===== src/rtl/calc_pkg.sv =====
// Shared calculator control encodings: FSM state / 7-seg codes, ALU ops,
// MUX selects and register-file indices. Used by control_unit and mult_sequencer.
package calc_pkg;

  // State encoding doubles as the 7-seg CS code
  typedef enum logic [3:0] {
    ST_IDLE   = 4'd0,
    ST_LD_A   = 4'd1,
    ST_LD_B   = 4'd2,
    ST_LD_ONE = 4'd3,
    ST_CLR    = 4'd4,
    ST_CHECK  = 4'd5,
    ST_ADD    = 4'd6,
    ST_DEC    = 4'd7,
    ST_OUT    = 4'd8,
    ST_DONE   = 4'd9
  } state_t;

  // ALU operations
  localparam logic [1:0] ALU_ADD = 2'b00;
  localparam logic [1:0] ALU_SUB = 2'b01;
  localparam logic [1:0] ALU_AND = 2'b10;
  localparam logic [1:0] ALU_XOR = 2'b11;

  // MUX1 (regfile write data) selects
  localparam logic [1:0] M1_IN1 = 2'b00;
  localparam logic [1:0] M1_IN2 = 2'b01;
  localparam logic [1:0] M1_ALU = 2'b10;
  localparam logic [1:0] M1_ONE = 2'b11;

  // MUX2 (result output) selects
  localparam logic M2_ZERO = 1'b0;
  localparam logic M2_ALU  = 1'b1;

  // Register map: operand A, B / loop count, accumulator, constant 1
  localparam logic [1:0] R_A   = 2'd0;
  localparam logic [1:0] R_B   = 2'd1;
  localparam logic [1:0] R_ACC = 2'd2;
  localparam logic [1:0] R_ONE = 2'd3;

endpackage


===== src/rtl/calc_go_edge.sv =====
// Rising-edge detector for the go request. go_q clears on reset, so a go
// held high through reset reads as a fresh edge on the first cycle after.
module calc_go_edge (
  input  logic clk,
  input  logic rst,
  input  logic go,
  output logic rise
);

  logic go_q;

  // Delayed copy of go, cleared by synchronous active-low reset
  always_ff @(posedge clk) begin
    if (!rst) go_q <= 1'b0;
    else      go_q <= go;
  end

  assign rise = go & ~go_q;

endmodule


===== src/rtl/mult_sequencer.sv =====
// Drives the calculator datapath control lines to form A*B by repeated
// addition. Only ALU status flags are read back; data bits are never seen.
// Optional: define MULT_OVF_DET_EN to flag ALU carry-out during ADD as ovf.
module mult_sequencer
  import calc_pkg::*;
#(
  parameter int ITER_LIMIT  = 15,
  parameter int DONE_CYCLES = 1
) (
  input  logic       clk,
  input  logic       rst,
  input  logic       go,
  input  logic       alu_zero,
  input  logic       alu_cout,
  output logic [1:0] s1,
  output logic [1:0] WA,
  output logic       WE,
  output logic [1:0] RAA,
  output logic [1:0] RAB,
  output logic       REA,
  output logic       REB,
  output logic [1:0] C,
  output logic       s2,
  output logic [3:0] CS,
  output logic       done,
  output logic       busy,
  output logic       err,
  output logic       ovf
);

  localparam int IW = $clog2(ITER_LIMIT + 1);
  localparam int DW = (DONE_CYCLES > 1) ? $clog2(DONE_CYCLES) : 1;

  state_t          state, nxt;
  logic [IW-1:0]   iter;
  logic [DW-1:0]   dcnt;
  logic            start;
  logic            iter_hit;

  calc_go_edge u_go_edge (
    .clk  (clk),
    .rst  (rst),
    .go   (go),
    .rise (start)
  );

  assign iter_hit = (iter == IW'(ITER_LIMIT));

  // State register
  always_ff @(posedge clk) begin
    if (!rst) state <= ST_IDLE;
    else      state <= nxt;
  end

  // Next-state logic
  always_comb begin
    nxt = state;
    case (state)
      ST_IDLE:   if (start) nxt = ST_LD_A;
      ST_LD_A:   nxt = ST_LD_B;
      ST_LD_B:   nxt = ST_LD_ONE;
      ST_LD_ONE: nxt = ST_CLR;
      ST_CLR:    nxt = ST_CHECK;
      ST_CHECK:  nxt = alu_zero ? ST_OUT : ST_ADD;
      ST_ADD:    nxt = ST_DEC;
      ST_DEC:    nxt = (alu_zero || iter_hit) ? ST_OUT : ST_ADD;
      ST_OUT:    nxt = ST_DONE;
      ST_DONE:   if (dcnt == DW'(DONE_CYCLES - 1)) nxt = ST_IDLE;
      default:   nxt = ST_IDLE;
    endcase
  end

  // Iteration count, iteration-limit fault and DONE hold counter
  always_ff @(posedge clk) begin
    if (!rst) begin
      iter <= '0;
      err  <= 1'b0;
      dcnt <= '0;
    end else begin
      if (state == ST_IDLE && start) begin
        iter <= '0;
        err  <= 1'b0;
      end
      if (state == ST_ADD) iter <= iter + 1'b1;
      // Fault only when the count would have continued; a zero result wins
      if (state == ST_DEC && !alu_zero && iter_hit) err <= 1'b1;
      dcnt <= (state == ST_DONE) ? dcnt + 1'b1 : '0;
    end
  end

`ifdef MULT_OVF_DET_EN
  // Sticky product overflow: any carry out of an accumulate step
  always_ff @(posedge clk) begin
    if (!rst)                          ovf <= 1'b0;
    else if (state == ST_IDLE && start) ovf <= 1'b0;
    else if (state == ST_ADD && alu_cout) ovf <= 1'b1;
  end
`else
  logic unused_cout;
  assign unused_cout = alu_cout;
  assign ovf         = 1'b0;
`endif

  // Datapath control decode per state
  always_comb begin
    s1   = M1_IN1;
    WA   = 2'd0;
    WE   = 1'b0;
    RAA  = 2'd0;
    RAB  = 2'd0;
    REA  = 1'b0;
    REB  = 1'b0;
    C    = ALU_ADD;
    s2   = M2_ZERO;
    done = 1'b0;
    case (state)
      ST_LD_A:   begin s1 = M1_IN1; WA = R_A;   WE = 1'b1; end
      ST_LD_B:   begin s1 = M1_IN2; WA = R_B;   WE = 1'b1; end
      ST_LD_ONE: begin s1 = M1_ONE; WA = R_ONE; WE = 1'b1; end
      ST_CLR: begin
        RAA = R_A; RAB = R_A; REA = 1'b1; REB = 1'b1;
        C = ALU_SUB; s1 = M1_ALU; WA = R_ACC; WE = 1'b1;
      end
      ST_CHECK: begin
        RAA = R_B; RAB = R_B; REA = 1'b1; REB = 1'b1; C = ALU_AND;
      end
      ST_ADD: begin
        RAA = R_ACC; RAB = R_A; REA = 1'b1; REB = 1'b1;
        C = ALU_ADD; s1 = M1_ALU; WA = R_ACC; WE = 1'b1;
      end
      ST_DEC: begin
        RAA = R_B; RAB = R_ONE; REA = 1'b1; REB = 1'b1;
        C = ALU_SUB; s1 = M1_ALU; WA = R_B; WE = 1'b1;
      end
      ST_OUT, ST_DONE: begin
        RAA = R_ACC; RAB = R_ACC; REA = 1'b1; REB = 1'b1;
        C = ALU_AND; s2 = M2_ALU;
        done = (state == ST_DONE);
      end
      default: ;
    endcase
  end

  assign CS   = state;
  assign busy = (state != ST_IDLE);

endmodule

===== config.mk =====
export PLATFORM = sky130hd
export DESIGN_NAME = mult_sequencer
export DESIGN_NICKNAME = d
export VERILOG_FILES = /design/src/rtl/calc_pkg.sv /design/src/rtl/calc_go_edge.sv /design/src/rtl/mult_sequencer.sv
export SDC_FILE = /design/constraint.sdc
export NUM_CORES = 1
export LEC_CHECK = 0
export ABC_AREA = 1
export CAP_MARGIN = 5
export CORE_UTILIZATION = 45
export DETAILED_ROUTE_END_ITERATION = 10
export GPL_ROUTABILITY_DRIVEN = 0
export HOLD_SLACK_MARGIN = 0.08
export PLACE_DENSITY = 0.82
export SYNTH_ARGS = -nofsm -noshare
export SYNTH_HDL_FRONTEND = slang
export SYNTH_SLANG_ARGS = --single-unit

===== constraint.sdc =====
create_clock -name clk -period 2.9 [get_ports clk]
set_input_delay 0.58 -clock clk [delete_from_list [all_inputs] [get_ports clk]]
set_output_delay 0.58 -clock clk [all_outputs]
set_load 0.02 [all_outputs]

* After elaboration in Yosys (flattened, before gate mapping)
Index checks and enable logic that the tools add are counted.
Word-level totals: bits in registers 11, output and inout bits 22, bits of input ports 5
Cells by class: equality and inequality tests 12, add/sub/neg operators 2, mux-type cells 18, bitwise operators 2, reduce and logical (&&, ||, !) cells 21
Operator list (count):
- 4-bit one-hot mux with 10 select lines | 1
- 4-bit 2-to-1 mux | 6
- 2-bit one-hot mux with 3 select lines | 3
- 4-bit by 3-bit == test with 1-bit output, second input constant | 4
- 4-bit == test, second input constant | 3
- 6-bit OR reduction | 2
- 2-bit OR reduction | 5
- 3-bit OR reduction | 3
- 4-bit by 2-bit == test with 1-bit output, second input constant | 2
- 2-bit one-hot mux with 2 select lines | 2
- 1-bit 2-to-1 mux | 6
- 4-bit by 1-bit adder with 4-bit output, second input constant | 1
- 4-bit by 1-bit == test with 1-bit output, second input constant | 1
- 4-bit zero test | 1
- 2-bit != test, second input constant | 2
- 2-bit AND reduction | 2
- 2-bit nonzero test | 2
- 4-bit nonzero test | 1
- 1-bit logical AND | 3
- 1-bit adder, second input constant | 1
- 1-bit AND | 1
- 1-bit zero test | 1
- 1-bit logical OR | 1
- 1-bit NOT | 1

* Depth between registers and ports, before layout
Gate-level depths: netlist of run 1.
word-level depth 5, gate-level depth with buffers 7, depth with buffers taken out 7

* Modules after synthesis
From an unflattened synthesis of run 1, not the netlist that was laid out.
Second synthesis, totals: cells, all modules 114, area total of the unflattened synthesis 698.2 µm²
Modules (own cells, without submodules):
- mult_sequencer | cells each 109, times used 1, area an instance 660.6 µm²
- calc_go_edge | cells each 5, times used 1, area an instance 37.5 µm²

* Worst setup path before layout of run 1
Ideal clock, no wire load.
path type reg-to-output, from reg state[3], in the netlist CS[3], to out REB, path buffers 1, arrival time 1.479 ns, slack 0.841 ns, stages on the path, launching flop included 8, required time 2.320 ns, cells stage by stage dfxtp_1 > inv_2 > nor2_1 > nand2_1 > nand2_1 > inv_2 > nand2_1 > buf_4
Between the ends: word-level cells in the longest chain between the ends 3, elaborated cells on any way between the ends 8, classes of those cells 6 x eq/ne; 1 x mux; 1 x reduce/logical
Ends and longest elaborated chain:
- from (decl) | line mult_sequencer.sv:34 | state_t state, nxt;
- from (signal assigned) | line mult_sequencer.sv:52 | else state <= nxt;
- 4-bit by 3-bit == test with 1-bit output or 4-bit == test (tied branches)
- 6-bit OR reduction (no line) (*)
- 1-bit 2-to-1 mux (*)
- to (decl) | line mult_sequencer.sv:21 | output logic REB,
Mark *: on every way between the ends. The rest lies on a longest branch, timed or not.

* Worst setup path in the final report of run 1
from reg state[3], in the netlist CS[3], to out C[1]
Between the ends: word-level cells in the longest chain between the ends 3, elaborated cells on any way between the ends 8, classes of those cells 5 x eq/ne; 1 x mux; 2 x reduce/logical
Ends and longest elaborated chain:
- 4-bit == test or 4-bit by 3-bit == test with 1-bit output (tied branches) | line mult_sequencer.sv:116 | case (state)
- 3-bit OR reduction (no line) or 2-bit OR reduction (tied branches)
- 2-bit one-hot mux with 2 select lines (*) | line mult_sequencer.sv:116
- to (decl) | line mult_sequencer.sv:22 | output logic [1:0] C,
Marked as above.

==> impl_results.md, run 1 <==
- Number of global-route vias before repair: between 600 and 700
- Worst-path fanout max: 6
- Worst Path Arrival: 1970 ps
- Hold Fails Final Rpt: 0
- CP startpoint: CS[3]
- Starting density of the core: between 50% and 60%
- Clk pwr share: approximately 19%
- Layout area overhead: 37.9%
- TritonCTS clock tree: done
- Layout cells sized above 1: between 10% and 20%
- FF-to-FF End: iter[0]
- P_leak: approximately 0.48 nW
- Post-DP HPWL: ~1300 um
- Adder-Cell Fraction of Synth Area: between 1.5 and 2%
- Sequential cell area fraction in the yosys report: approximately a third
- Synth Area in XOR/XNOR: 0%
- Max clock buf depth: 2
- Final cell count without fillers: 150
- Layout net count: roughly 140
- Min-delay src: dcnt
- Required @ worst endpoint: 2320 ps
- Synth unique cells: 22
- Placed Instance Area: 930 um^2
- CTS root buf: clkbuf_4
- Peak VDD IR: roughly 0.36 mV
- Switching power: between 0.2 and 0.25 mW
- Mapped Area: between 600 and 700 um^2
- Crit path time final: about 2600 ps
- Resized cells post-CTS: 0
- Post-synthesis compound-gate area fraction: 10.5%
- Area of the multi-input gates: between 300 and 400 um^2
- Synthesized area per cell: 6.30 um^2
- Grt ovf: 0
- Slew Viols, Final: 0
- Synthesized Nets: roughly 120
- Die Width: slightly above 40 um
- Clock-pin slew on the worst setup and hold paths: roughly 70 ps
- Sequential standard cell area: roughly 220 um^2
- Reg2reg start: CS[0]
- GRT met2 Usage: 42.6%
- Sequential share of power: around a third
- Combinational power share: approximately half
- Rows: 13
- Setup TNS: 0 ps
- Routed WL: 1670 um
- Final Skew: around 0.25 ps
- Final instance area: between 900 and 1000 um^2
- FILL cells: around 110
- Die area: around 1700 um^2
- GRT busiest layer: met2
- WHS Endpoint: dcnt
- Post-Synth Simple-Gate Area: 42.2%
- H-tree depth: 1
- Post-route DRC: 0
- Routing usage on met3: just under 5%
- Maximum achievable frequency: 392 MHz
- DRT Pass-1 Iters: 4
- Post-CTS setup buffers: 0
- Vias per inst: 5.18
- Later-pin clock latency in the skew report: about 270 ps
- Overall global routing resource usage: approximately 24%
- R2R cell count: 4
- Startpoint Class: flip-flop
- First-pass GRT wire length: 2650 um
- Pin count of the biggest net entering global routing: 9
- Inserted Diodes: 0
- Critical path class: flip-flop to primary output
- Post-DRT Antenna Nets: 0
- Global routing usage on met1: roughly 28%
- Fin Hold WS: ~450 ps
- Antenna violations before repair: 0
- Die Y-Extent: between 40 and 50 um
- Gate Count Post-Synth: 110
- Boundary pin count: 27
- Mux share of post-synthesis cell area: 0%
- Final setup fails: 0
- Yosys warnings: 0
- Run status: finished clean
- Largest family of logic cells by synthesized area: simple AND/OR/NAND/NOR gates
- Sink Count: 11
- Hold Crit Class: flip-flop to flip-flop
- Flop and latch count out of synthesis: 11
- RSZ-0062 raised after global routing: false
- Hold Buf Count CTS: 0
- WHS Path Cells: 1
- Drt wl/cell: ~11 um
- CTS Buf Count: 3
- R2R Setup Slk: around 1600 ps
- Maxcap violations: 0
- Pwr dens: around 600 nW/um^2
- Worst setup EP type: primary output
- Ratio of final minimum period to clock period: roughly 90%
- Internal cell power: around 0.34 mW
- Initial DRC count: 26
- Switching power share of the total: between 40% and 50%
- Total number of vias: between 700 and 800
- IO Port Bufs: 24
- Core area: ~1400 um^2
- Cells after DPL: 146
==> Yosys cell counts (all sizes together) <==
library cell   n  area, um^2
nand2         27         109
nor2          19        88.8
inv           16        60.1
nand3         13        65.1
dfxtp         11         220
a21oi          8        43.8
o21ai          5        28.8
buf            3        22.5
nand4          2        12.5
or2            2        12.5
clkinv         1        8.76
conb           1        3.75
ha             1        12.5
nor3           1        5.00
==> critical path, cell delays in order (launching register included) <==
cell and delay [ps]:
dfxtp_1 470, inv_2 70, nor2_1 170, nand2_1 130
nand2_1 120, inv_2 50, o21ai_1 70, clkdlybuf4s50_1 610
==> power groups by stage <==
stage	Sequential, mW	Clock, mW	Combinational, mW
3_5_place_dp	0.186	0	0.287
4_1_cts	0.182	0.111	0.287
3_3_place_gp	0.185	0	0.281
5_1_grt	0.185	0.119	0.316
2_1_floorplan	0.194	0	0.161
6_report	0.183	0.107	0.286
==> final cells by class <==
type | count | share of cell area, %
Clock buffer | 4 | 2.75
Sequential cell | 11 | 23.0
Timing Repair Buffer | 24 | 25.1
Inverter | 17 | 7.20
Tap cell | 15 | 1.96
Multi-Input combinational cell | 79 | 39.9
==> registers in the layout (all words and copies together) (netlist names) <==
signal,count
CS,4
iter,4
dcnt,1
err,1
u_go_edge.go_q,1
==> layout by cell type, fill, tap and decap left out, types with 2 or more instances in the layout <==
cell type,count
nand2_1,26
clkdlybuf4s50_1,24
nor2_1,16
nand3_1,13
inv_1,12
dfxtp_1,11
a21oi_1,7
inv_2,4
clkbuf_4,3
nor2_4,2
nand4_1,2
o21ai_1,2
o21ai_0,2
==> through the flow <==
step / util (%) / power [mW] / worst slack [ps]
after global routing: 70.0 / 0.620 / 220
after floorplan: - / 0.355 / 841
after global placement: 68.0 / 0.466 / 673
final: 70.0 / 0.575 / 350
after CTS: 70.0 / 0.580 / 362
after detailed placement: 68.0 / 0.473 / 662
==> logic make-up after synthesis <==
group,after synthesis
other,1
adder cells (fa/ha/maj),1
AO/OA/AOI/OAI,13
AND/OR/NAND/NOR,64
buffers and inverters,20
flip-flops,11
==> layer usage <==
metal | up-vias | wire length, um
li1 | 395 | -
met1 | 352 | 693
met2 | 25 | 844
met3 | 5 | 98
met4 | 0 | 33
met5 | - | 0
==> worst max path at each step <==
stage,to,depth (start not counted)
after floorplan,REB,7
after global placement,C[1],6
after detailed placement,C[1],7
after CTS,C[1],7
after global routing,C[1],6
final,C[1],7
(Power assumes the default switching activity.)
==> run 2, diff against run 1 <==
- MAX_ROUTING_LAYER: unset -> met4
==> impl_results.md, run 2 (same netlist as run 1, synthesis figures left out) <==
- Hold Crit Class: flip-flop to flip-flop
- Hold Fails Final Rpt: 0
- Post-place setup slack: about 660 ps
- Post-DP HPWL: about 1300 um
- Placed Instance Area: 930 um^2
- Starting density of the core: 50.7%
- Post-route DRC: 0
- Hold Buf Count CTS: 0
- Routed WL: ~1700 um
- WHS Path Cells: 1
- Startpoint Class: flip-flop
- Final Skew: around 0.11 ps
- Min-delay src: dcnt
- Slew Viols, Final: 0
- Final instance area: between 900 and 1000 um^2
- Inserted Diodes: 0
- Die Width: roughly 41 um
- Later-pin clock latency in the skew report: ~270 ps
- Grt ovf: 0
- Die Y-Extent: roughly 41 um
- Initial DRC count: 18
- CP startpoint: CS[0]
- Run status: finished clean
- R2R cell count: 4
- Layout area overhead: 37.9%
- Post-DRT Antenna Nets: 0
- Util after Layout: a little over two thirds
- Clock-pin slew on the worst setup and hold paths: 70 ps
- CTS root buf: clkbuf_4
- Worst setup EP type: primary output
- First-pass GRT wire length: roughly 2600 um
- Drt wl/cell: between 10 and 15 um
- Resized cells post-CTS: 0
- Worst-path fanout max: 7
- Die area: roughly 1700 um^2
- Total number of vias: about 780
- Layout cells sized above 1: around 11%
- Critical path class: flip-flop to primary output
- Commonest non-fill, non-tap cells in the layout: 26 x nand2_1, 24 x clkdlybuf4s50_1, 16 x nor2_1, 13 x nand3_1, 12 x inv_1
- Final setup fails: 0
- Area of the multi-input gates: approximately 380 um^2
- Antenna violations before repair: 0
- Pwr dens: between 600 and 700 nW/um^2
- TritonCTS clock tree: done
- Overall global routing resource usage: between 20% and 30%
- P_leak: around 0.48 nW
- Layout net count: roughly 140
- Boundary pin count: 27
- Core area: roughly 1400 um^2
- Crit path time final: 2550 ps
- Required @ worst endpoint: about 2300 ps
- Most common cell after layout, fill and taps aside: nand2_1
- Final setup margin: around 350 ps
- FILL cells: between 100 and 150
- Worst Path Arrival: 1970 ps
- Sink Count: 11
- Sequential standard cell area: roughly 220 um^2
- RSZ-0062 raised after global routing: false
- Reg2reg start: CS[0]
- IO Port Bufs: 24
- WHS Endpoint: dcnt
- Vias per inst: 5.19
- Rows: 13
- Pin count of the biggest net entering global routing: 9
- Peak VDD IR: roughly 0.36 mV
- Post-CTS setup buffers: 0
- Number of global-route vias before repair: around 660
- FF-to-FF End: iter[0]
- CTS Buf Count: 3
- H-tree depth: 1
- Ratio of final minimum period to clock period: around 90%
- DRT Pass-1 Iters: 4
- Fin Hold WS: 449 ps
- Maximum achievable frequency: roughly 390 MHz
- Setup TNS: 0 ps
- Maxcap violations: 0
- Max clock buf depth: 2
- R2R Setup Slk: 1570 ps
[run 2: metal layers]
metal	wire length, um	GRT usage, %	share of wire (%)	vias up
met4	33	12.1	2.0	0
li1	-	-	-	395
met1	698	27.5	42	355
met2	843	43.0	51	23
met5	0	-	0	-
met3	87	4.89	5.2	5
[run 2: worst max-delay path by stage]
stage / to / slack (ps) / cells past startpoint
after floorplan: REB / 840 / 7
after global placement: C[1] / 670 / 6
after detailed placement: C[1] / 660 / 7
after CTS: C[1] / 360 / 7
after global routing: C[1] / 220 / 6
final: C[1] / 350 / 7
[run 2: area by class of cell]
class	count	share of cell area [%]
clock buffers	4	2.75
well taps	15	1.96
repair buffers	24	25.1
multi-input cells	79	39.9
flip-flops and latches	11	23.0
inverters	17	7.20
[run 2: where the power goes]
| part | leakage (nW) | switching (mW) | internal (mW) |
|---|---|---|---|
| clock network | 0.0150 | 0.0532 | 0.0533 |
| registers | 0.0894 | 0.0209 | 0.162 |
| logic | 0.374 | 0.165 | 0.121 |
| total | 0.478 | 0.239 | 0.336 |
[run 2: through the flow]
step | power [mW] | cells
after global placement | 0.466 | 146
after global routing | 0.620 | 150
after CTS | 0.580 | 150
after detailed placement | 0.473 | 146
final | 0.575 | 150
after floorplan | 0.355 | 110
[run 2: critical path: stages (launching register included)]
cell and delay [ps]:
dfxtp_1 470, inv_2 100, nor2_4 150, nand2_1 120, nand2_1 120, inv_2 50
o21ai_1 70, clkdlybuf4s50_1 610
